File: config.mk
export PLATFORM = sky130hd
export DESIGN_NAME = approx_error_monitor
export DESIGN_NICKNAME = d
export VERILOG_FILES = /design/src/rtl/approx_error_monitor.sv
export SDC_FILE = /design/constraint.sdc
export NUM_CORES = 1
export LEC_CHECK = 0
export ABC_AREA = 1
export CAP_MARGIN = 20
export CORE_UTILIZATION = 30
export DETAILED_ROUTE_END_ITERATION = 7
export HOLD_SLACK_MARGIN = 0.05
export REMOVE_ABC_BUFFERS = 1
export SLEW_MARGIN = 5
export SYNTH_ARGS = -nofsm -noshare
export SYNTH_HDL_FRONTEND = slang
export SYNTH_SLANG_ARGS = --single-unit
export TNS_END_PERCENT = 50
File: constraint.sdc
create_clock -name clk -period 3.5 [get_ports clk]
set_input_delay 0.35 -clock clk [delete_from_list [all_inputs] [get_ports clk]]
set_output_delay 0.35 -clock clk [all_outputs]
set_load 0.02 [all_outputs]
File: src/rtl/approx_error_monitor.sv
// approx_error_monitor
// Exhaustive error evaluator for an approximate combinational adder.
// Walks every input vector, compares the adder output against the exact
// sum and accumulates worst-case, count and total absolute error, then
// reports pass/fail against the error threshold ET.

module approx_error_monitor #(
    parameter int N_IN  = 4,
    parameter int N_OUT = 3,
    parameter int ET    = 4
) (
    input  logic                   clk,
    input  logic                   rst,
    input  logic                   start,
    output logic [N_IN-1:0]        vec_out,
    input  logic [N_OUT-1:0]       dut_out,
    output logic                   busy,
    output logic                   done,
    output logic                   pass,
    output logic [N_OUT-1:0]       max_err,
    output logic [N_IN:0]          err_count,
    output logic [N_IN+N_OUT-1:0]  sum_err,
    output logic                   fail_valid,
    output logic [N_IN-1:0]        fail_vec
);

    localparam int HALF    = N_IN / 2;
    localparam int ERR_MAX = (1 << N_OUT) - 1;

    // Threshold clipped to the error range so an oversized ET simply means
    // "never exceeded" instead of truncating to a misleading small value.
    localparam logic [N_OUT-1:0] ET_SAT =
        (ET >= ERR_MAX) ? ERR_MAX[N_OUT-1:0] : ET[N_OUT-1:0];

    // Elaboration-time guards on the operand split and output width.
    generate
        if ((N_IN % 2) != 0) begin : g_bad_n_in
            $error("approx_error_monitor: N_IN must be even");
        end
        if (N_OUT != HALF + 1) begin : g_bad_n_out
            $error("approx_error_monitor: N_OUT must equal N_IN/2+1");
        end
    endgenerate

    typedef enum logic [1:0] {
        S_IDLE = 2'd0,
        S_RUN  = 2'd1,
        S_DONE = 2'd2
    } state_t;

    state_t r_state;
    state_t w_state_next;

    logic [N_IN-1:0]       r_vec;
    logic                  r_pass;
    logic [N_OUT-1:0]      r_max_err;
    logic [N_IN:0]         r_err_count;
    logic [N_IN+N_OUT-1:0] r_sum_err;
    logic                  r_fail_valid;
    logic [N_IN-1:0]       r_fail_vec;

    logic [HALF-1:0]  w_a;
    logic [HALF-1:0]  w_b;
    logic [N_OUT-1:0] w_exact;
    logic [N_OUT-1:0] w_err;
    logic [N_OUT-1:0] w_max_next;
    logic             w_err_nz;
    logic             w_over_et;
    logic             w_last;

    // Error of the vector currently presented to the approximate adder.
    always_comb begin
        w_a        = r_vec[HALF-1:0];
        w_b        = r_vec[N_IN-1:HALF];
        w_exact    = N_OUT'(w_a) + N_OUT'(w_b);
        w_err      = (dut_out >= w_exact) ? (dut_out - w_exact) : (w_exact - dut_out);
        w_max_next = (w_err > r_max_err) ? w_err : r_max_err;
        w_err_nz   = (w_err != '0);
        w_over_et  = (w_err > ET_SAT);
        w_last     = &r_vec;
    end

    // State register; rst wins over everything, discarding any run in flight.
    always_ff @(posedge clk) begin
        // NOTE: registers are assigned with <= so every flop samples the
        // pre-edge values of its peers; blocking here would chain updates.
        if (rst) begin
            r_state <= S_IDLE;
        end else begin
            r_state <= w_state_next;
        end
    end

    // Next-state and status decode.
    always_comb begin
        // NOTE: every output of this block gets a default first, so no path
        // leaves a signal unassigned and no latch is inferred.
        w_state_next = r_state;
        busy         = 1'b0;
        done         = 1'b0;
        case (r_state)
            S_IDLE: begin
                if (start) begin
                    w_state_next = S_RUN;
                end
            end
            S_RUN: begin
                busy = 1'b1;
                if (w_last) begin
                    w_state_next = S_DONE;
                end
            end
            S_DONE: begin
                done         = 1'b1;
                w_state_next = S_IDLE;
            end
            default: begin
                w_state_next = S_IDLE;
            end
        endcase
    end

    // Vector sweep and error statistics.
    always_ff @(posedge clk) begin
        if (rst) begin
            r_vec        <= '0;
            r_pass       <= 1'b0;
            r_max_err    <= '0;
            r_err_count  <= '0;
            r_sum_err    <= '0;
            r_fail_valid <= 1'b0;
            r_fail_vec   <= '0;
        end else begin
            case (r_state)
                S_IDLE: begin
                    // Accepting start clears the previous run's results.
                    if (start) begin
                        r_vec        <= '0;
                        r_pass       <= 1'b0;
                        r_max_err    <= '0;
                        r_err_count  <= '0;
                        r_sum_err    <= '0;
                        r_fail_valid <= 1'b0;
                        r_fail_vec   <= '0;
                    end
                end
                S_RUN: begin
                    r_max_err   <= w_max_next;
                    r_err_count <= r_err_count + (N_IN + 1)'(w_err_nz);
                    r_sum_err   <= r_sum_err + (N_IN + N_OUT)'(w_err);
                    // Only the first offending vector is kept so software can
                    // abort early and still know where the bound first broke.
                    if (w_over_et && !r_fail_valid) begin
                        r_fail_valid <= 1'b1;
                        r_fail_vec   <= r_vec;
                    end
                    if (w_last) begin
                        // Verdict uses the max including this final vector.
                        r_pass <= (w_max_next <= ET_SAT);
                    end else begin
                        r_vec <= r_vec + N_IN'(1);
                    end
                end
                default: begin
                    // DONE: results hold until the next accepted start.
                end
            endcase
        end
    end

    assign vec_out    = r_vec;
    assign pass       = r_pass;
    assign max_err    = r_max_err;
    assign err_count  = r_err_count;
    assign sum_err    = r_sum_err;
    assign fail_valid = r_fail_valid;
    assign fail_vec   = r_fail_vec;

endmodule
==> Yosys cells after proc, flatten, opt, wreduce, memory -nomap -nowiden <==
Index checks and enable logic that the tools add are counted.
{ "totals": {"regBits": 27, "latch_bits": 0, "ram_bits": 0, "romBits": 0, "inputBits": 6, "output_inout_bits": 27, "n_memories": 0} }
{ "op_classes": {"add_sub_neg": 6, "mul": 0, "div": 0, "n_lt_le_gt_ge": 4, "eq_ne": 6, "n_shift": 0, "mux": 23, "n_bitwise": 0, "n_reduce_logical": 11} }
{ "ops": {"columns": ["operator", "n"], "rows": [
  ["case mux 4 bit (2 select lines)", 2],
  ["case mux 7 bit (2 select lines)", 1],
  ["two-way mux 4 bit", 3],
  ["case mux 5 bit (2 select lines)", 1],
  ["two-way mux 3 bit", 3],
  ["AND reduction 3 bit", 3],
  ["inequality test 2 bit (second input constant)", 4],
  ["adder 7 x 3 -> 7 bit", 1],
  ["two-way mux 7 bit", 1],
  ["case mux 3 bit (2 select lines)", 1],
  ["subtractor 3 bit", 2],
  ["adder 5 x 1 -> 5 bit", 1],
  ["two-way mux 1 bit", 5],
  ["two-way mux 5 bit", 1],
  ["adder 4 x 1 -> 4 bit (second input constant)", 1],
  ["two-way mux 2 bit", 2],
  ["case mux 1 bit (2 select lines)", 2],
  ["case mux 2 bit (2 select lines)", 1],
  ["AND reduction 2 bit", 2],
  ["AND reduction 4 bit", 1],
  ["adder 2 x 2 -> 3 bit", 1],
  [">= comparator 3 bit", 1],
  ["greater-than comparator 3 bit", 1],
  ["greater-than comparator 3 bit (second input constant)", 1],
  ["other kinds (8)", 8]
]} }

==> Logic depth before layout (Yosys ltp) <==
Gate-level depths: netlist of the first run.
{ "logic_depth": {"ltp_word": 8, "mapped_depth": 22, "depth_no_buf": 22} }

==> Worst setup path after synthesis of the first run <==
No wires, ideal clock.
{ "synth_timing": {"path_kind": "register to register", "from": "register r_vec[0], in the netlist vec_out[0]", "to": "register r_pass, in the netlist pass", "setup_time_ns": 0.109, "t_arrival_ns": 3.052, "required_ns": 3.391, "setup_slack_ns": 0.339, "path_stages_with_launch": 19, "path_cell_list": "dfxtp_1 ha_1 inv_1 fa_1 inv_1 fa_1 xor2_1 nand2_2 nand2_2 inv_2 ha_1 a21oi_1 nand2_1 nand2_1 nand2_1 nand3_1 nand3_1 nand2_1 inv_1"} }
{ "synth_between": {"elab_chain_len": 8} }
{ "synth_lines": {"columns": ["item", "line_no", "rtl"], "rows": [
  ["start, declared", "54", "logic [N_IN-1:0] r_vec;"],
  ["start signal, assigned", "161", "r_vec <= r_vec + N_IN'(1);"],
  ["adder 2 x 2 -> 3 bit", "75", "w_exact = N_OUT'(w_a) + N_OUT'(w_b);"],
  ["subtractor 3 bit or >= comparator 3 bit (tied branches)", "76", "w_err = (dut_out >= w_exact) ? (dut_out - w_exact) : (w_exact - dut_out);"],
  ["two-way mux 3 bit", "76", null],
  ["greater-than comparator 3 bit", "77", "w_max_next = (w_err > r_max_err) ? w_err : r_max_err;"],
  ["two-way mux 3 bit", "77", null],
  ["less-or-equal comparator 3 bit", "159", "r_pass <= (w_max_next <= ET_SAT);"],
  ["two-way mux 1 bit", "157", "if (w_last) begin"],
  ["case mux 1 bit (2 select lines)", "134", "case (r_state)"],
  ["end signal, assigned", "159", null],
  ["end, declared", "55", "logic r_pass;"]
]} }
Parallel ways exist; a longest one is shown, timed or not. The select of a mux whose other input is x is not followed.
A chain may end at the register's enable or synchronous reset.

==> Worst setup path in the final report of the first run <==
{ "layout_timing": {"from": "register r_vec[2], in the netlist vec_out[2]", "to": "register r_sum_err[6], in the netlist sum_err[6]"} }
{ "layout_between": {"elab_chain_len": 5} }
{ "layout_lines": {"columns": ["item", "line_no", "rtl"], "rows": [
  ["adder 2 x 2 -> 3 bit *", "75", null],
  ["subtractor 3 bit or >= comparator 3 bit (tied branches)", "76", null],
  ["two-way mux 3 bit *", "76", null],
  ["adder 7 x 3 -> 7 bit *", "150", "r_sum_err <= r_sum_err + (N_IN + N_OUT)'(w_err);"],
  ["case mux 7 bit (2 select lines) *", "134", null],
  ["end signal, assigned", "150", null],
  ["end, declared", "58", "logic [N_IN+N_OUT-1:0] r_sum_err;"]
]} }
Mark *: on every way between the ends. The rest lies on a longest branch, timed or not.

==> qor.yml, run 1 <==
min_path:
  hold_class: "flop to flop"
  worstHoldPathCells: 1
pwr:
  power.leakage_nw: 0.863
  power_density_nw_per_um2: 368
  ir_drop_mv: 0.190
global_route:
  grt_pass1_wl_um: 6320
  grt_pass1_vias: 1385
  grt_max_degree: 17
  overflow: 0
  antenna_found_initial: 0
  grt.total_usage: 0.132
setup_path:
  crit_arrival_ns: 3.28
  end_kind: "flop"
  worst-setup-path-type: "flop to flop"
  crit_fanout: 4
  worstSetupStartpointType: "flop"
  rr_worst_depth: 14
  required_ns: 3.70
route:
  totalWireLength_um: 3590
  drcViolationCount: 0
  drt_iter0_markers: 44
  post_drt_wl_per_cell_um: 11.3
  vias_per_cell: 4.67
  dr.pass1.iters: 4
  route.vias.total: 1485
  final_antenna_net_count: 0
timing:
  hold_slack_ns: 0.467
  finalHoldViolCount: 0
  fin_tns_setup_ns: 0
  rsz0062_at_grt: "false"
  min_period_ns: 3.09
  worstMarginPinSlew_ns: 0.535
  max_freq_mhz: 324
  slew_violations: 0
  slew_headroom: 0.642
  post-route-period-util: 0.883
  skew_ns: 0.00450
  setup_viol: 0
placed_design:
  numPortBuffers: 32
  dp_hpwl_um: 2890
  routabilityCongestion: 0.821
  dpl_cell_area_um2: 2070
clock_tree:
  cts_max_level: 1
  hold_buffers: 0
  clk_latency_ns: 0.27
  cts.reportedPaths.clkPinSlew_ns: 0.10
  cts-root-buf: "clkbuf_8"
  numCtsBuffers: 3
  cts_tree: "done"
  cts_buffer_depth: 2
  cts.sinks: 27
  postCtsSetupBuffers: 0
synth:
  synth_seq_cells: 27
  avgSynthCellArea_um2: 7.82
  syn-cell-area_um2: 1670
  synthCells: 213
  synth_cell_type_count: 28
  ys_seq_area_frac: 0.324
  yosysWarnings: 0
layout:
  multiInputGateArea_um2: 992
  fillers: 543
  utilization: 0.406
  area_growth_pct: 27.6
  diodes: 0
  fin_nets: 275
  fin_area_um2: 2130
  seqCellArea_um2: 542
  drive_above_1_share: 0.113
job:
  max-cap-violations: 0
run_status:
  status: "finished, final reports clean"
floorplanning:
  boundaryPins: 33
  die_area_um2: 5860
  start_util: 0.318
  fp.coreArea_um2: 5240
  rows: 26
  fp.dieW_um: 76.5
  die_y_um: 76.5
==> flip-flops by register name, summed over array words and instances, names as in the netlist <==
signal and cells:
err_count 5, sum_err 7, pass 1, max_err 3, fail_valid 1, r_state 2, fail_vec 4, vec_out 4
==> final timing paths <==
| path | startpoint | end | slack, ns |
|---|---|---|---|
| setup / recovery | vec_out[2]$_SDFFE_PP0P_ | sum_err[6]$_SDFFE_PP0P_ | 0.41 |
| hold / removal | err_count[4]$_SDFFE_PP0P_ | err_count[4]$_SDFFE_PP0P_ | 0.47 |
| setup reg to reg | vec_out[2]$_SDFFE_PP0P_ | sum_err[6]$_SDFFE_PP0P_ | 0.41 |
| hold reg to reg | err_count[4]$_SDFFE_PP0P_ | err_count[4]$_SDFFE_PP0P_ | 0.47 |
==> cell usage in the layout, fill, tap and decap left out, types with 2 or more instances in the layout <==
| master | Yosys | layout |
|---|---|---|
| buf_4 | 0 | 2 |
| a21boi_0 | 2 | 2 |
| nor2_2 | 2 | 2 |
| dfxtp_1 | 27 | 26 |
| clkbuf_8 | 0 | 3 |
| nor2_1 | 9 | 9 |
| nand2_1 | 47 | 47 |
| nand3b_1 | 4 | 4 |
| xor2_1 | 2 | 2 |
| nand3_1 | 18 | 18 |
| nand2_2 | 6 | 6 |
| a211oi_1 | 4 | 4 |
| o21ai_0 | 8 | 8 |
| nor2_4 | 3 | 3 |
| a21oi_1 | 12 | 11 |
| inv_1 | 27 | 27 |
| ha_1 | 16 | 16 |
| fa_1 | 4 | 3 |
| a32o_1 | 4 | 4 |
| clkdlybuf4s50_1 | 0 | 32 |
| nand4_1 | 4 | 4 |
| inv_2 | 5 | 5 |
==> cell usage after synthesis, drive strengths merged <==
master,instances,share of area
a211oi,4,0.018
a21boi,2,0.0090
a21oi,13,0.046
a32o,4,0.024
buf,2,0.0098
clkbuf,1,0.0023
dfxtp,27,0.32
fa,4,0.048
ha,16,0.12
inv,32,0.072
nand2,54,0.14
nand3,19,0.065
nand3b,4,0.018
nand4,4,0.015
nor2,14,0.048
nor3,1,0.0030
o21ai,9,0.027
xnor2,1,0.0053
xor2,2,0.011
==> critical path, cell delays in order, from the launching register on <==
cell	delay [ns]
dfxtp_1	0.35
ha_1	0.14
inv_1	0.05
fa_2	0.56
inv_1	0.08
fa_1	0.40
xor2_1	0.17
nand2_2	0.08
nand2_2	0.08
inv_2	0.06
ha_1	0.34
nand2_1	0.07
a21boi_0	0.27
nand4_1	0.15
a211oi_1	0.22
==> per-stage QoR <==
stage	instances	total power, mW	setup slack, ns
CTS	318	0.788	0.277
detailed placement	314	0.600	0.312
floorplan	210	0.521	0.339
finish	318	0.781	0.410
global placement	314	0.598	0.373
global route	318	0.839	0.0159
==> power by group <==
part           switching, mW  internal, mW
combinational          0.155         0.104
clock                  0.106        0.0809
sequential            0.0132         0.322
==> logic make-up (layout without fill, tap and decap cells) <==
family | Yosys count | after routing | synth area share
AOI/OAI and AO/OA | 32 | 32 | 0.124
buffers and inverters | 35 | 70 | 0.0841
adders and majority gates | 20 | 20 | 0.168
DFF | 27 | 27 | 0.324
and+or+nand+nor | 96 | 96 | 0.284
xor gates and xnor gates | 3 | 3 | 0.0158
==> final cells by class <==
type,count,share of cell area
clock inverter,1,0.00353
inverter,32,0.0565
sequential,27,0.255
tap,70,0.0412
multi-input combinational,151,0.467
clock buffer,3,0.0194
timing repair buffer,34,0.158
==> routing by layer <==
layer  vias up  wire length (µm)  GRT usage
met5         -                 0          0
met4         0                22     0.0231
met3         2               111     0.0275
met2        19              1690      0.216
met1       692              1770      0.179
li1        772                 -          -
==> timing repair <==
| item | in CTS | in global routing |
|---|---|---|
| resized for setup | 0 | 3 |
| endpoints found under the hold margin | 0 | 0 |
| endpoints found under the setup margin | 0 | 1 |
Note: power is estimated with default switching activity, not from simulation.
==> inputs of run 2 (changes only) <==
--- a/config.mk
+++ b/config.mk
@@ -11,6 +11,7 @@
 export DETAILED_ROUTE_END_ITERATION = 7
 export HOLD_SLACK_MARGIN = 0.05
 export REMOVE_ABC_BUFFERS = 1
+export SKIP_LAST_GASP = 1
 export SLEW_MARGIN = 5
 export SYNTH_ARGS = -nofsm -noshare
 export SYNTH_HDL_FRONTEND = slang
==> results of run 2 <==
Same layout as run 1: the final DEF is identical, and so are final timing and power.
==> inputs of run 3 (changes only) <==
--- a/config.mk
+++ b/config.mk
@@ -6,7 +6,6 @@
 export NUM_CORES = 1
 export LEC_CHECK = 0
 export ABC_AREA = 1
-export CAP_MARGIN = 20
 export CORE_UTILIZATION = 30
 export DETAILED_ROUTE_END_ITERATION = 7
 export HOLD_SLACK_MARGIN = 0.05
==> results of run 3 <==
Same layout as run 1: the final DEF is identical, and so are final timing and power.
